**src/rtl/gelato_inst_fetch_pipe.sv**
```systemverilog
// Pipelined instruction fetch stage: credit-limited I-cache requests with in-order delivery of
// instructions plus their warp/split metadata; flush drops queued and in-flight work.
module gelato_inst_fetch_pipe #(
  parameter int unsigned PC_WIDTH        = 32,
  parameter int unsigned INST_WIDTH      = 32,
  parameter int unsigned WARP_NUM_WIDTH  = 5,
  parameter int unsigned SPLIT_NUM_WIDTH = 4,
  parameter int unsigned MAX_OUTSTANDING = 4
) (
  input  logic                               clk,
  input  logic                               rst,
  input  logic                               rdy,
  input  logic                               flush,
  input  logic                               pc_valid,
  output logic                               pc_ready,
  input  logic [PC_WIDTH-1:0]                pc,
  input  logic [WARP_NUM_WIDTH-1:0]          pc_warp_num,
  input  logic [SPLIT_NUM_WIDTH-1:0]         pc_split_table_num,
  output logic                               mem_req_valid,
  input  logic                               mem_req_ready,
  output logic [PC_WIDTH-1:0]                mem_req_addr,
  input  logic                               mem_rsp_valid,
  input  logic [INST_WIDTH-1:0]              mem_rsp_data,
  output logic                               out_valid,
  input  logic                               out_ready,
  output logic [PC_WIDTH-1:0]                out_pc,
  output logic [WARP_NUM_WIDTH-1:0]          out_warp_num,
  output logic [SPLIT_NUM_WIDTH-1:0]         out_split_table_num,
  output logic [INST_WIDTH-1:0]              out_inst,
  output logic [$clog2(MAX_OUTSTANDING):0]   outstanding
);

  localparam int unsigned AW = $clog2(MAX_OUTSTANDING);
  localparam int unsigned CW = AW + 1;
  localparam logic [CW:0] DepthU = (CW + 1)'(MAX_OUTSTANDING);

  logic [PC_WIDTH-1:0]        meta_pc_q    [MAX_OUTSTANDING];
  logic [WARP_NUM_WIDTH-1:0]  meta_warp_q  [MAX_OUTSTANDING];
  logic [SPLIT_NUM_WIDTH-1:0] meta_split_q [MAX_OUTSTANDING];
  logic [INST_WIDTH-1:0]      data_q       [MAX_OUTSTANDING];

  logic [AW-1:0] meta_wptr_q, meta_wptr_d, meta_rptr_q, meta_rptr_d;
  logic [AW-1:0] data_wptr_q, data_wptr_d, data_rptr_q, data_rptr_d;
  logic [CW-1:0] meta_cnt_q, meta_cnt_d, data_cnt_q, data_cnt_d;
  logic [CW-1:0] drop_cnt_q, drop_cnt_d, pend_cnt_q, pend_cnt_d;
  logic          mem_req_valid_q, mem_req_valid_d;
  logic [PC_WIDTH-1:0] mem_req_addr_q, mem_req_addr_d;

  logic [CW:0] used;
  logic        acc, xfer, pop, rsp_keep;

  assign used     = {1'b0, meta_cnt_q} + {1'b0, drop_cnt_q};
  assign pc_ready = !rst && !flush && rdy && (used < DepthU) &&
                    (!mem_req_valid_q || mem_req_ready);
  assign acc      = pc_valid && pc_ready;
  assign xfer     = mem_req_valid_q && mem_req_ready && rdy;
  assign pop      = out_valid && out_ready && rdy && !flush;
  // A response landing in the flush cycle is accounted for in drop_cnt_d instead.
  assign rsp_keep = mem_rsp_valid && (drop_cnt_q == '0) && !flush;

  assign outstanding         = used[CW-1:0];
  assign mem_req_valid       = mem_req_valid_q;
  assign mem_req_addr        = mem_req_addr_q;
  assign out_valid           = (data_cnt_q != '0);
  assign out_pc              = meta_pc_q[meta_rptr_q];
  assign out_warp_num        = meta_warp_q[meta_rptr_q];
  assign out_split_table_num = meta_split_q[meta_rptr_q];
  assign out_inst            = data_q[data_rptr_q];

  always_comb begin
    meta_wptr_d     = meta_wptr_q;
    meta_rptr_d     = meta_rptr_q;
    meta_cnt_d      = meta_cnt_q;
    data_wptr_d     = data_wptr_q;
    data_rptr_d     = data_rptr_q;
    data_cnt_d      = data_cnt_q;
    drop_cnt_d      = drop_cnt_q;
    mem_req_valid_d = mem_req_valid_q;
    mem_req_addr_d  = mem_req_addr_q;
    pend_cnt_d      = pend_cnt_q + CW'(xfer) - CW'(mem_rsp_valid);

    if (flush) begin
      meta_wptr_d = '0;
      meta_rptr_d = '0;
      meta_cnt_d  = '0;
      data_wptr_d = '0;
      data_rptr_d = '0;
      data_cnt_d  = '0;
      // Every request still awaiting a response after this cycle becomes a drop.
      drop_cnt_d  = pend_cnt_d;
    end else begin
      if (acc) meta_wptr_d = meta_wptr_q + 1'b1;
      if (pop) meta_rptr_d = meta_rptr_q + 1'b1;
      meta_cnt_d = meta_cnt_q + CW'(acc) - CW'(pop);
      if (rsp_keep) data_wptr_d = data_wptr_q + 1'b1;
      if (pop) data_rptr_d = data_rptr_q + 1'b1;
      data_cnt_d = data_cnt_q + CW'(rsp_keep) - CW'(pop);
      if (mem_rsp_valid && (drop_cnt_q != '0)) drop_cnt_d = drop_cnt_q - 1'b1;
    end

    if (flush) begin
      mem_req_valid_d = 1'b0;
    end else if (acc) begin
      mem_req_valid_d = 1'b1;
    end else if (xfer) begin
      mem_req_valid_d = 1'b0;
    end
    if (acc) mem_req_addr_d = pc;
  end

  always_ff @(posedge clk or posedge rst) begin
    if (rst) begin
      meta_wptr_q     <= '0;
      meta_rptr_q     <= '0;
      meta_cnt_q      <= '0;
      data_wptr_q     <= '0;
      data_rptr_q     <= '0;
      data_cnt_q      <= '0;
      drop_cnt_q      <= '0;
      pend_cnt_q      <= '0;
      mem_req_valid_q <= 1'b0;
      mem_req_addr_q  <= '0;
      for (int i = 0; i < int'(MAX_OUTSTANDING); i++) begin
        meta_pc_q[i]    <= '0;
        meta_warp_q[i]  <= '0;
        meta_split_q[i] <= '0;
        data_q[i]       <= '0;
      end
    end else begin
      meta_wptr_q     <= meta_wptr_d;
      meta_rptr_q     <= meta_rptr_d;
      meta_cnt_q      <= meta_cnt_d;
      data_wptr_q     <= data_wptr_d;
      data_rptr_q     <= data_rptr_d;
      data_cnt_q      <= data_cnt_d;
      drop_cnt_q      <= drop_cnt_d;
      pend_cnt_q      <= pend_cnt_d;
      mem_req_valid_q <= mem_req_valid_d;
      mem_req_addr_q  <= mem_req_addr_d;
      if (acc) begin
        meta_pc_q[meta_wptr_q]    <= pc;
        meta_warp_q[meta_wptr_q]  <= pc_warp_num;
        meta_split_q[meta_wptr_q] <= pc_split_table_num;
      end
      if (rsp_keep) data_q[data_wptr_q] <= mem_rsp_data;
    end
  end

`ifndef SYNTHESIS
  rsp_has_request: assert property (@(posedge clk) disable iff (rst)
    mem_rsp_valid |-> (pend_cnt_q != '0))
    else $error("response received with no request outstanding");
`endif

endmodule

```
**config.mk**
```make
export PLATFORM = sky130hd
export DESIGN_NAME = gelato_inst_fetch_pipe
export DESIGN_NICKNAME = d
export VERILOG_FILES = /design/src/rtl/gelato_inst_fetch_pipe.sv
export SDC_FILE = /design/constraint.sdc
export NUM_CORES = 1
export LEC_CHECK = 0
export ABC_AREA = 1
export CAP_MARGIN = 20
export CORE_MARGIN = 10
export CORE_UTILIZATION = 56
export DETAILED_ROUTE_END_ITERATION = 10
export PLACE_DENSITY = 0.8
export SLEW_MARGIN = 10
export SYNTH_ARGS = -nofsm -noshare
export SYNTH_HDL_FRONTEND = slang
export SYNTH_SLANG_ARGS = --single-unit
```
**constraint.sdc**
```tcl
create_clock -name clk -period 15.59 [get_ports clk]
set_input_delay 3.118 -clock clk [delete_from_list [all_inputs] [get_ports clk]]
set_output_delay 3.118 -clock clk [all_outputs]
set_load 0.05 [all_outputs]
```
After elaboration in Yosys (flattened, before gate mapping). Index checks and enable logic that the tools add are counted.

Flip-flop bits (word level): 345. Bits in latches: 0. RAM bits: 0. Memory bits (read-only): 0. Output and inout bits: 111. Word-level logic and storage cells: 115. Memories: 0.

Add/sub/neg operators: 12. Multiply operators: 0. Divide/modulo/power cells: 0. Order comparisons: 7. Equality and inequality tests: 0. Shifts and indexed selects: 0. Muxes and demuxes: 39. Bitwise operators: 4. Reduce and logical (&&, ||, !) cells: 27.

Operators by type and width (number): 128-bit bitwise mux (2); 32-bit two-way mux (6); 32-bit binary-select mux with 2-bit select (2); 32-bit demux with 2-bit select (2); 20-bit bitwise mux (1); 16-bit bitwise mux (1); 2-bit two-way mux (8); 1-bit logical AND (15); 5-bit two-way mux (3); 3-bit greater-or-equal comparator (second input constant) (4); 3-bit two-way mux (4); 4-bit two-way mux (3); 2-bit inverter with 3-bit output (4); 5-bit binary-select mux with 2-bit select (1); 5-bit demux with 2-bit select (1); 3-bit by 1-bit adder with 3-bit output (3); 3-bit nonzero test (3); 3-bit by 1-bit subtractor with 3-bit output (3); 2-bit by 1-bit adder with 2-bit output (second input constant) (4); 4-bit binary-select mux with 2-bit select (1); 4-bit demux with 2-bit select (1); 2-bit nonzero test (4); 3-bit by 1-bit < comparator with 1-bit output (second input constant) (2); 3-bit by 3-bit adder with 4-bit output (1); other kinds (6) (10).

Longest topological paths before layout. Gate-level depths: netlist of the first run.

Word-level depth: 9. Depth in mapped cells: 15. Depth with buffers taken out: 14.

Worst setup path before layout of the first run. No wires, ideal clock.

Path type: input to output. Start: input flush. End: output pc_ready. Arrival: 4.064 ns. Required time: 12.472 ns. Slack: 8.408 ns. Cell stages on the path: 8. Cells stage by stage: buf_2 > nor2_2 > nand2_2 > clkinv_1 > nand2_2 > nor2_8 > buf_6 > buf_6.

Cells in the longest elaborated chain, start to end: 5.

RTL lines: start, declared (RTL line 13) `input logic flush,`; 1-bit zero test (RTL line 53) `assign pc_ready = !rst && !flush && rdy && (used < DepthU) &&`; 1-bit logical AND (4 in series) (RTL line 53); end, declared (RTL line 15) `output logic pc_ready,`.

No other way between the ends.

Final worst setup path of the first run. Ends and elaborated chain as after synthesis.

==> results of run 1 <==
==> where the power goes <==
part	total, uW	switching (uW)	internal (uW)
logic	1350	922	427
clock network	917	363	554
registers	1220	122	1100
total	3490	1410	2080
==> routing by layer <==
| metal | GRT usage | share of wire | vias to the layer above |
|---|---|---|---|
| met3 | 0.0597 | 0.097 | 91 |
| met4 | 0.0723 | 0.020 | 2 |
| met1 | 0.335 | 0.41 | 7032 |
| met5 | 0 | 0.00028 | - |
| met2 | 0.403 | 0.47 | 692 |
| li1 | - | - | 6550 |
==> area by class of cell <==
class / count / area (um2) / area share
inverters: 64 / 248 / 0.0129
flip-flops and latches: 345 / 8640 / 0.449
repair buffers: 213 / 2160 / 0.112
diodes: 3 / 7.51 / 0.000391
well taps: 378 / 473 / 0.0246
clock buffers: 57 / 1130 / 0.0590
clock inverters: 12 / 158 / 0.00820
multi-input cells: 1324 / 6410 / 0.333
==> registers in the layout, indices dropped and copies added (netlist names), 3 cells and up <==
name          flops
meta_pc_q       128
pend_cnt_q        3
data_cnt_q        3
drop_cnt_q        3
mem_req_addr     32
data_q          128
meta_cnt_q        3
meta_split_q     16
meta_warp_q      20
==> how the worst max path moves through the flow <==
stage | from | endpoint | slack [ps]
final | flush | pc_ready | 6270
after global routing | flush | pc_ready | 6100
after CTS | flush | pc_ready | 6280
after detailed placement | flush | pc_ready | 6280
after global placement | flush | pc_ready | 6300
after floorplan | rst | data_cnt_q[0] | 2910
==> placed cells by master, fill, tap and decap left out <==
master,synthesis,layout
nand2_1,552,552
dfrtp_1,345,343
o21ai_0,286,286
clkdlybuf4s50_1,0,190
nand4_1,165,165
nor2_1,157,157
o22ai_1,73,73
inv_1,62,59
nand3_1,41,41
clkbuf_16,0,39
buf_4,3,16
ha_1,19,15
clkbuf_8,0,9
clkbuf_1,88,9
nand2_2,7,7
clkinv_2,0,7
buf_12,0,5
nand4_4,4,4
xor2_1,4,4
fa_1,4,4
ha_2,0,4
diode_2,0,3
xnor2_1,3,3
bufinv_16,0,3
nor2_2,2,2
clkinv_1,1,2
inv_2,1,2
nor2_8,2,2
nor3_1,2,2
clkinv_8,0,2
dfrtp_2,0,2
a21oi_4,1,1
nand3_4,1,1
inv_8,0,1
a21oi_1,1,1
buf_6,13,1
buf_16,0,1
==> critical path, cell delays in order <==
cell and delay, ps:
clkdlybuf4s50_1 730, nor2_2 220, nand2_2 120, clkinv_1 70
nand2_2 80, nor2_8 80, buf_4 750, clkdlybuf4s50_1 1010
==> stage by stage <==
step / setup slack [ps] / util
finish: 6270 / 0.686
global route: 6100 / 0.686
CTS: 6280 / 0.681
detailed placement: 6280 / 0.635
global placement: 6300 / 0.635
floorplan: 2910 / -
==> cell families (layout without fill, tap and decap cells) <==
kind of cell | count (synthesis) | count (layout) | share of synthesized area
adders and majority gates | 23 | 23 | 0.0198
buffers and inverters | 219 | 346 | 0.0619
other | 0 | 3 | 0
DFF | 345 | 345 | 0.539
xor gates and xnor gates | 7 | 7 | 0.00383
and+or+nand+nor | 933 | 933 | 0.256
AOI/OAI and AO/OA | 361 | 361 | 0.119
==> metrics.txt, run 1 <==
status complete, no violations; root buf cell clkbuf_16; post-route cell area 19200 um2; Max clock buf depth 3; Netlist cell types 27; Slew Viols, Final 0; Vias 14400; Boundary Pins 192; CORE AREA 28000 um2; CTS resizes 0; TritonCTS clock tree built; top cell type's share of synthesized area 0.539; clk sink count 345; Final HPWL DP between 20000 and 30000 um; die area 35800 um2; Fin Hold WS 476 ps; Hold Vio Cnt, Final 0; fin nets approximately 2100; WL final 46200 um; Layout Skew roughly 22 ps; first-pass GRT wire length ~75000 um; reg2reg path depth 11; die width 189 um; measured slew at the worst slew-check pin 1020 ps; Post-Syn Nets roughly 2000; layout cell share with drive strength beyond 1 0.0541; GR Util All Layers 0.252; synth cell count leaders 552 x nand2_1, 345 x dfrtp_1, 286 x o21ai_0, 165 x nand4_1, 157 x nor2_1; vias in the first global route 14100; H-tree Lvls 2; Starting Density 0.572; Hold EP meta_warp_q[14]; Post-Place Cells 2318; most instantiated library cell after synthesis nand2_1; Wirelength per Cell about 19 um; hold_sp meta_warp_q[14]; post-CTS repair timing setup buffer count 0; # DRC 0; Mapped Area 16000 um2; WP data required 12470 ps; WP data arrival 6200 ps; share of synthesized area occupied by flip-flops and latches 0.539; setup TNS 0 ps; GRT overflow 0; antenna-violating nets left 0; Rel. slew slack 0.320; Setup violations, final 0; hold path cells 2; asr flop ratio synth 1.00; Reg clk slew, reported paths 60 ps; Post-synth top flop dfrtp_1; Die Span Y 189 um; fmax around 0.11 GHz; Max-Cap Viols 0; worst reg2reg path startpoint meta_cnt_q[0]; vias per cell 6.00; Yosys reg bits 345; DR pass1 iterations 6; largest area contributor in the netlist dfrtp_1; fin crit period 9320 ps; Yosys warnings 0; Reg-to-Reg End meta_pc_q[13]; Total Power 3490 uW; synth top area cells dfrtp_1 54%, nand2_1 13%, o21ai_0 8.9%; cells after synthesis 1888; RSZ-0062 raised after global routing no; Rows around 60; initial DRC count 1760; Placer Congestion a little over 0.8; # hold bufs at CTS 0; largest net degree at the start of global routing 131; Worst setup SP type primary input; Leak roughly 0.0094 uW; Inserted Clock Buffers 38; VDD IR max 0.000129 V; number of fill cells 2196; r2r setup slk 11880 ps; syn avg cell area approximately 8.5 um2; number of enable flip-flop cells after synthesis 0; clk_lat worst skew 530 ps; antenna violations before repair 2; Crit Path Class primary input to primary output; IO buf count 191; Worst setup EP type primary output; Area after DPL 17800 um2; period utilisation layout 0.598; final non-filler cell total 2396; HP Class flip-flop to flip-flop; Area growth, synth to finish 20.0%; pwr dens 181 nW/um2; Worst Path Max Fanout 96
Note: power is estimated with default switching activity, not from simulation.
==> inputs of run 2 (changes only) <==
--- a/config.mk
+++ b/config.mk
@@ -8,9 +8,9 @@
 export ABC_AREA = 1
 export CAP_MARGIN = 20
 export CORE_MARGIN = 10
-export CORE_UTILIZATION = 56
+export CORE_UTILIZATION = 51
 export DETAILED_ROUTE_END_ITERATION = 10
-export PLACE_DENSITY = 0.8
+export PLACE_DENSITY = 0.77
 export SLEW_MARGIN = 10
 export SYNTH_ARGS = -nofsm -noshare
 export SYNTH_HDL_FRONTEND = slang
==> constraint.sdc (replaced) <==
create_clock -name clk -period 8.5 [get_ports clk]
set_input_delay 1.7 -clock clk [delete_from_list [all_inputs] [get_ports clk]]
set_output_delay 1.7 -clock clk [all_outputs]
set_load 0.05 [all_outputs]
==> run 2 against run 1 <==
  * Clock power is 78% higher
  * Final area hardly changed
  * First-iteration DRC count is 13% lower
  * Highest routed layer unchanged
  * Critical endpoint unchanged
==> metrics.txt, run 2 (synthesis results as in run 1) <==
WP data required 6800 ps (-5670 ps); vias per cell 5.89 (-1.8%); VDD IR max 0.000261 V (+100%); status complete, no violations; period utilisation layout 0.664; initial DRC count 1540 (-13%); WL final 46000 um (-0.48%); commonest cells after routing, fill and taps aside 552 x nand2_1, 343 x dfrtp_1, 286 x o21ai_0, 190 x clkdlybuf4s50_1, 165 x nand4_1; fin crit period around 5600 ps; final worst setup slack 2860 ps (-3410 ps); Starting Density 0.520 (-0.0523); Area growth, synth to finish 19.9% (about the same); Gate power share 0.391 (+0.004); setup TNS 0 ps (unchanged); layout cell share with drive strength beyond 1 0.0533 (-0.000834); Wirelength per Cell 19.1 um (-1.1%); Layout Skew 22.5 ps (+0.318 ps); die area 38900 um2 (+8.7%); area of the multi-input gates 6410 um2 (unchanged); H-tree Lvls 2 (unchanged); antenna-violating nets left 0 (unchanged); Boundary Pins 192 (unchanged); fmax about 0.18 GHz; IO buf count 191 (unchanged); Rows 64 (+4.9%); number of fill cells 2557 (+16%); Leak 0.00939 uW (-0.26%); HP Class flip-flop to flip-flop; clk_lat worst skew 530 ps (about the same); Die Span Y 197 um (+4.3%); clock network fraction of total power 0.256 (-0.007); Final HPWL DP 25700 um (-1.0%); post-CTS repair timing setup buffer count 0 (unchanged); Worst Path Max Fanout 16 (-83%); Worst setup EP type primary output; GRT overflow 0 (unchanged); Max clock buf depth 3 (unchanged); commonest non-fill, non-tap cell in the layout nand2_1; Inserted Clock Buffers 37 (-2.6%); antenna violations before repair 6 (+4); Hold Vio Cnt, Final 0 (unchanged); Pint 3770 uW (+81%); pwr dens 330 nW/um2 (+82%); GR Util All Layers 0.232 (-0.0201); TritonCTS clock tree built; Reg clk slew, reported paths 50 ps (about the same); largest net degree at the start of global routing 120 (-8.4%); FF+latch area 8640 um2 (unchanged); Crit Path Class primary input to primary output; fin nets 2090 (unchanged); NetSw 2570 uW (+83%); CORE AREA 30800 um2 (+10%); # hold bufs at CTS 0 (unchanged); Setup Slack @ Placement 2910 ps (-3370 ps); first-pass GRT wire length 74600 um (-0.27%); Vias 14200 (-1.2%); # DRC 0 (unchanged); Flop pwr share 0.352 (+0.002); Switching Fraction 0.405 (+0.00185); Fin Hold WS 474 ps (-1.79 ps); clk sink count 345 (unchanged); vias in the first global route 14000 (-0.53%); WP data arrival 3940 ps (-2260 ps); Setup violations, final 0 (unchanged); measured slew at the worst slew-check pin 1130 ps (+110 ps); die width 197 um (+4.3%); RSZ-0062 raised after global routing no; Slew Viols, Final 0 (unchanged); DR pass1 iterations 5 (-1); root buf cell clkbuf_16; Max-Cap Viols 0 (unchanged); CTS resizes 0 (unchanged); Rel. slew slack 0.247 (-0.0732); Placer Congestion 0.817 (-0.64%); Worst setup SP type primary input
## run 2: cell count changes in the layout (fill, tap and decap cells not counted), sizes merged
cell,previous run,this run
diode,3,5
clkbuf,57,47
buf,23,24
clkinvlp,0,1
clkinv,11,12
bufinv,3,4
## run 2: critical path, stage by stage
cell	delay, ps
clkdlybuf4s50_1	720
nor2_2	210
nand2_2	130
clkinv_1	80
nand2_2	80
nor2_8	160
clkdlybuf4s50_1	840
## run 2: cell type report
type | count | share of cell area
Timing Repair Buffer | 214 | 0.115
Tap cell | 396 | 0.0258
Clock inverter | 15 | 0.00990
Sequential cell | 345 | 0.450
Inverter | 64 | 0.0127
Clock buffer | 47 | 0.0528
Multi-Input combinational cell | 1324 | 0.334
Antenna cell | 5 | 0.000651
## run 2: layer usage
metal  GRT usage  vias to the layer above  part of all wire  routed length, um
li1            -                     6560                 -                  -
met1       0.308                     6933              0.42              19100
met2       0.372                      627              0.47              21600
met3      0.0542                       66             0.096               4400
met4      0.0649                        4             0.018                808
met5           0                        -           0.00059                 27
## run 2: final timing paths
kind | start | endpoint | slack [ps] | depth (start not counted)
min in group asynchronous | rst | data_q[24] | 1580 | 2
setup / recovery | flush | pc_ready | 2860 | 7
hold / removal | meta_pc_q[76] | meta_pc_q[76] | 470 | 2
setup reg to reg | drop_cnt_q[0] | meta_cnt_q[2] | 5140 | 13
hold reg to reg | meta_pc_q[76] | meta_pc_q[76] | 470 | 2
max in group asynchronous | rst | data_q[101] | 4880 | 4
## run 2: power groups by stage
stage / Sequential, uW / Clock, uW / Combinational, uW
6_report: 2240 / 1630 / 2480
4_1_cts: 2240 / 1640 / 2470
3_5_place_dp: 2260 / 0 / 2460
2_1_floorplan: 2450 / 0 / 1450
5_1_grt: 2280 / 1710 / 2680
3_3_place_gp: 2250 / 0 / 2420
## run 2: metrics by stage
stage,area (um2),util,power (uW),instances
after floorplan,16000,-,3900,1888
after global placement,17800,0.578,4670,2335
after detailed placement,17800,0.578,4720,2335
after CTS,19000,0.617,6350,2397
after global routing,19200,0.623,6670,2407
final,19200,0.623,6340,2410
==> inputs of run 3 (changes only) <==
==> constraint.sdc (replaced) <==
create_clock -name clk -period 4.7 [get_ports clk]
set_input_delay 0.94 -clock clk [delete_from_list [all_inputs] [get_ports clk]]
set_output_delay 0.94 -clock clk [all_outputs]
set_load 0.05 [all_outputs]
==> run 3 against run 2 <==
  * Total power increased by 83%
  * Wire length increased by 0.95%
  * Combinational power increased by 81%
  * Final area increased by 0.55%
  * Core utilization increased by 0.35 points
  * Critical path type is now flip-flop to primary output
==> metrics.txt, run 3 (synthesis results as in run 1) <==
Worst setup EP type primary output; commonest non-fill, non-tap cell in the layout nand2_1; CP max stage delay 880 ps (+40 ps); cell family with most CP delay buffers and inverters; Worst Path Max Fanout 34 (+18); Boundary Pins 192 (unchanged); Crit Path Class flip-flop to primary output; GRT overflow 0 (unchanged); # DRC 0 (unchanged); H-tree Lvls 2 (unchanged); period utilisation layout 0.867; CP max-delay cell clkdlybuf4s50_1; clk sink count 345 (unchanged); TritonCTS clock tree built; fin nets 2093 (+0.14%); first-pass GRT wire length 75000 um (+0.52%); Starting Density 0.520 (unchanged); Switching Fraction 0.404 (-0.000781); post-route cell area 19300 um2 (+0.55%); Pint 6930 uW (+84%); WP data arrival 3140 ps (-800 ps); Area after DPL 17900 um2 (+0.58%); Final HPWL DP 26500 um (+3.0%); HP Class flip-flop to flip-flop; CTS resizes 0 (unchanged); CP bufs+invs 2 (-1); DR pass1 iterations 6 (+1); RSZ-0062 raised after global routing no; clk_lat worst skew 530 ps (about the same); die area 38900 um2 (unchanged); Placer Congestion 0.814 (-0.42%); Hold Vio Cnt, Final 0 (unchanged); measured slew at the worst slew-check pin 1020 ps (-112 ps); Inserted Clock Buffers 37 (unchanged); initial DRC count 1554 (+0.91%); die width 197 um (unchanged); Max clock buf depth 3 (unchanged); Vias 14200 (-0.13%); vias in the first global route 13900 (-0.93%); layout cell share with drive strength beyond 1 0.0630 (+0.00970); CORE AREA 30800 um2 (unchanged); Layout Skew 16.8 ps (-5.76 ps); Rows 64 (unchanged); post-CTS repair timing setup buffer count 0 (unchanged); Wirelength per Cell 19.2 um (+0.70%); Max-Cap Viols 0 (unchanged); Die Span Y 197 um (unchanged); root buf cell clkbuf_16; # hold bufs at CTS 0 (unchanged); commonest cells after routing, fill and taps aside 552 x nand2_1, 343 x dfrtp_1, 286 x o21ai_0, 180 x clkdlybuf4s50_1, 165 x nand4_1; clock network fraction of total power 0.266 (+0.010); antenna-violating nets left 0 (unchanged); vias per cell 5.87 (-0.37%); critical-path cell list buf_4, o21ai_0, o22ai_1, clkdlybuf4s50_1; fin crit period 4080 ps; GR Util All Layers 0.234 (+0.00209); fin util 0.626 (+0.00345); largest net degree at the start of global routing 199 (+66%); WL final 46400 um (+0.95%); NetSw 4700 uW (+83%); Slew Viols, Final 0 (unchanged); Worst setup SP type flip-flop; VDD IR max 0.000483 V (+85%); Area growth, synth to finish 20.5%; IO buf count 191 (unchanged); Rel. slew slack 0.322 (+0.0745); Reg clk slew, reported paths 60 ps (about the same); Flop pwr share 0.348 (-0.004); antenna violations before repair 3 (-3); fmax between 0.2 and 0.25 GHz; Leak 0.00947 uW (+0.78%); pwr dens 602 nW/um2 (+82%); Setup violations, final 0 (unchanged); status complete, no violations; WP data required 3760 ps (-3040 ps); Gate power share 0.386 (-0.005)
run 3: cell count changes in the layout (fill, tap and decap cells not counted), sizes merged:
cell and delta:
clkdlybuf4s50 -10, inv +1, buf +13, clkbuf +4, diode -2, clkinvlp +2
clkinv -2
run 3: per-layer routing:
| metal | vias to the layer above | wire, um | GRT usage |
|---|---|---|---|
| met5 | - | 23 | 0 |
| met4 | 4 | 984 | 0.0644 |
| met3 | 76 | 4830 | 0.0618 |
| met2 | 675 | 21500 | 0.365 |
| met1 | 6864 | 19200 | 0.316 |
| li1 | 6553 | - | - |
run 3: tightest hold or removal path, delay by kind of cell, from the launching register on:
family / cells / cell delay [ps]
flip-flops: 1 / 340
AND/OR/NAND/NOR: 2 / 100
run 3: cell type report:
class	instances	area, um2
flip-flops and latches	345	8640
multi-input cells	1324	6410
repair buffers	217	2220
clock inverters	16	219
inverters	64	244
clock buffers	51	1090
diodes	3	7.51
fillers	2518	11500
well taps	396	495
run 3: final timing paths:
check	start	to	slack [ps]	cells past startpoint
setup / recovery	meta_rptr_q[0]	out_pc[2]	620	4
hold / removal	meta_warp_q[10]	meta_warp_q[10]	470	2
setup reg to reg	meta_cnt_q[0]	meta_cnt_q[2]	1880	13
hold reg to reg	meta_warp_q[10]	meta_warp_q[10]	470	2
max in group asynchronous	rst	mem_req_addr[10]	2610	3
min in group asynchronous	rst	data_wptr_q[0]	840	2
run 3: metrics by stage:
step | hold WS (ps) | setup TNS, ps | worst slack, ps | total power (uW) | std cells
after floorplan | 444 | -295480 | -856 | 7060 | 1888
after global placement | 457 | 0 | 1170 | 8460 | 2342
after detailed placement | 461 | 0 | 1120 | 8560 | 2342
after CTS | 477 | 0 | 680 | 11700 | 2409
after global routing | 491 | 0 | 559 | 12200 | 2413
final | 473 | 0 | 625 | 11600 | 2416
run 3: power by group through the flow:
stage / Sequential, uW / Combinational (uW) / Clock [uW]
floorplan: 4430 / 2630 / 0
global placement: 4050 / 4400 / 0
detailed placement: 4080 / 4490 / 0
CTS: 4040 / 4510 / 3150
global route: 4130 / 4820 / 3270
finish: 4040 / 4490 / 3100
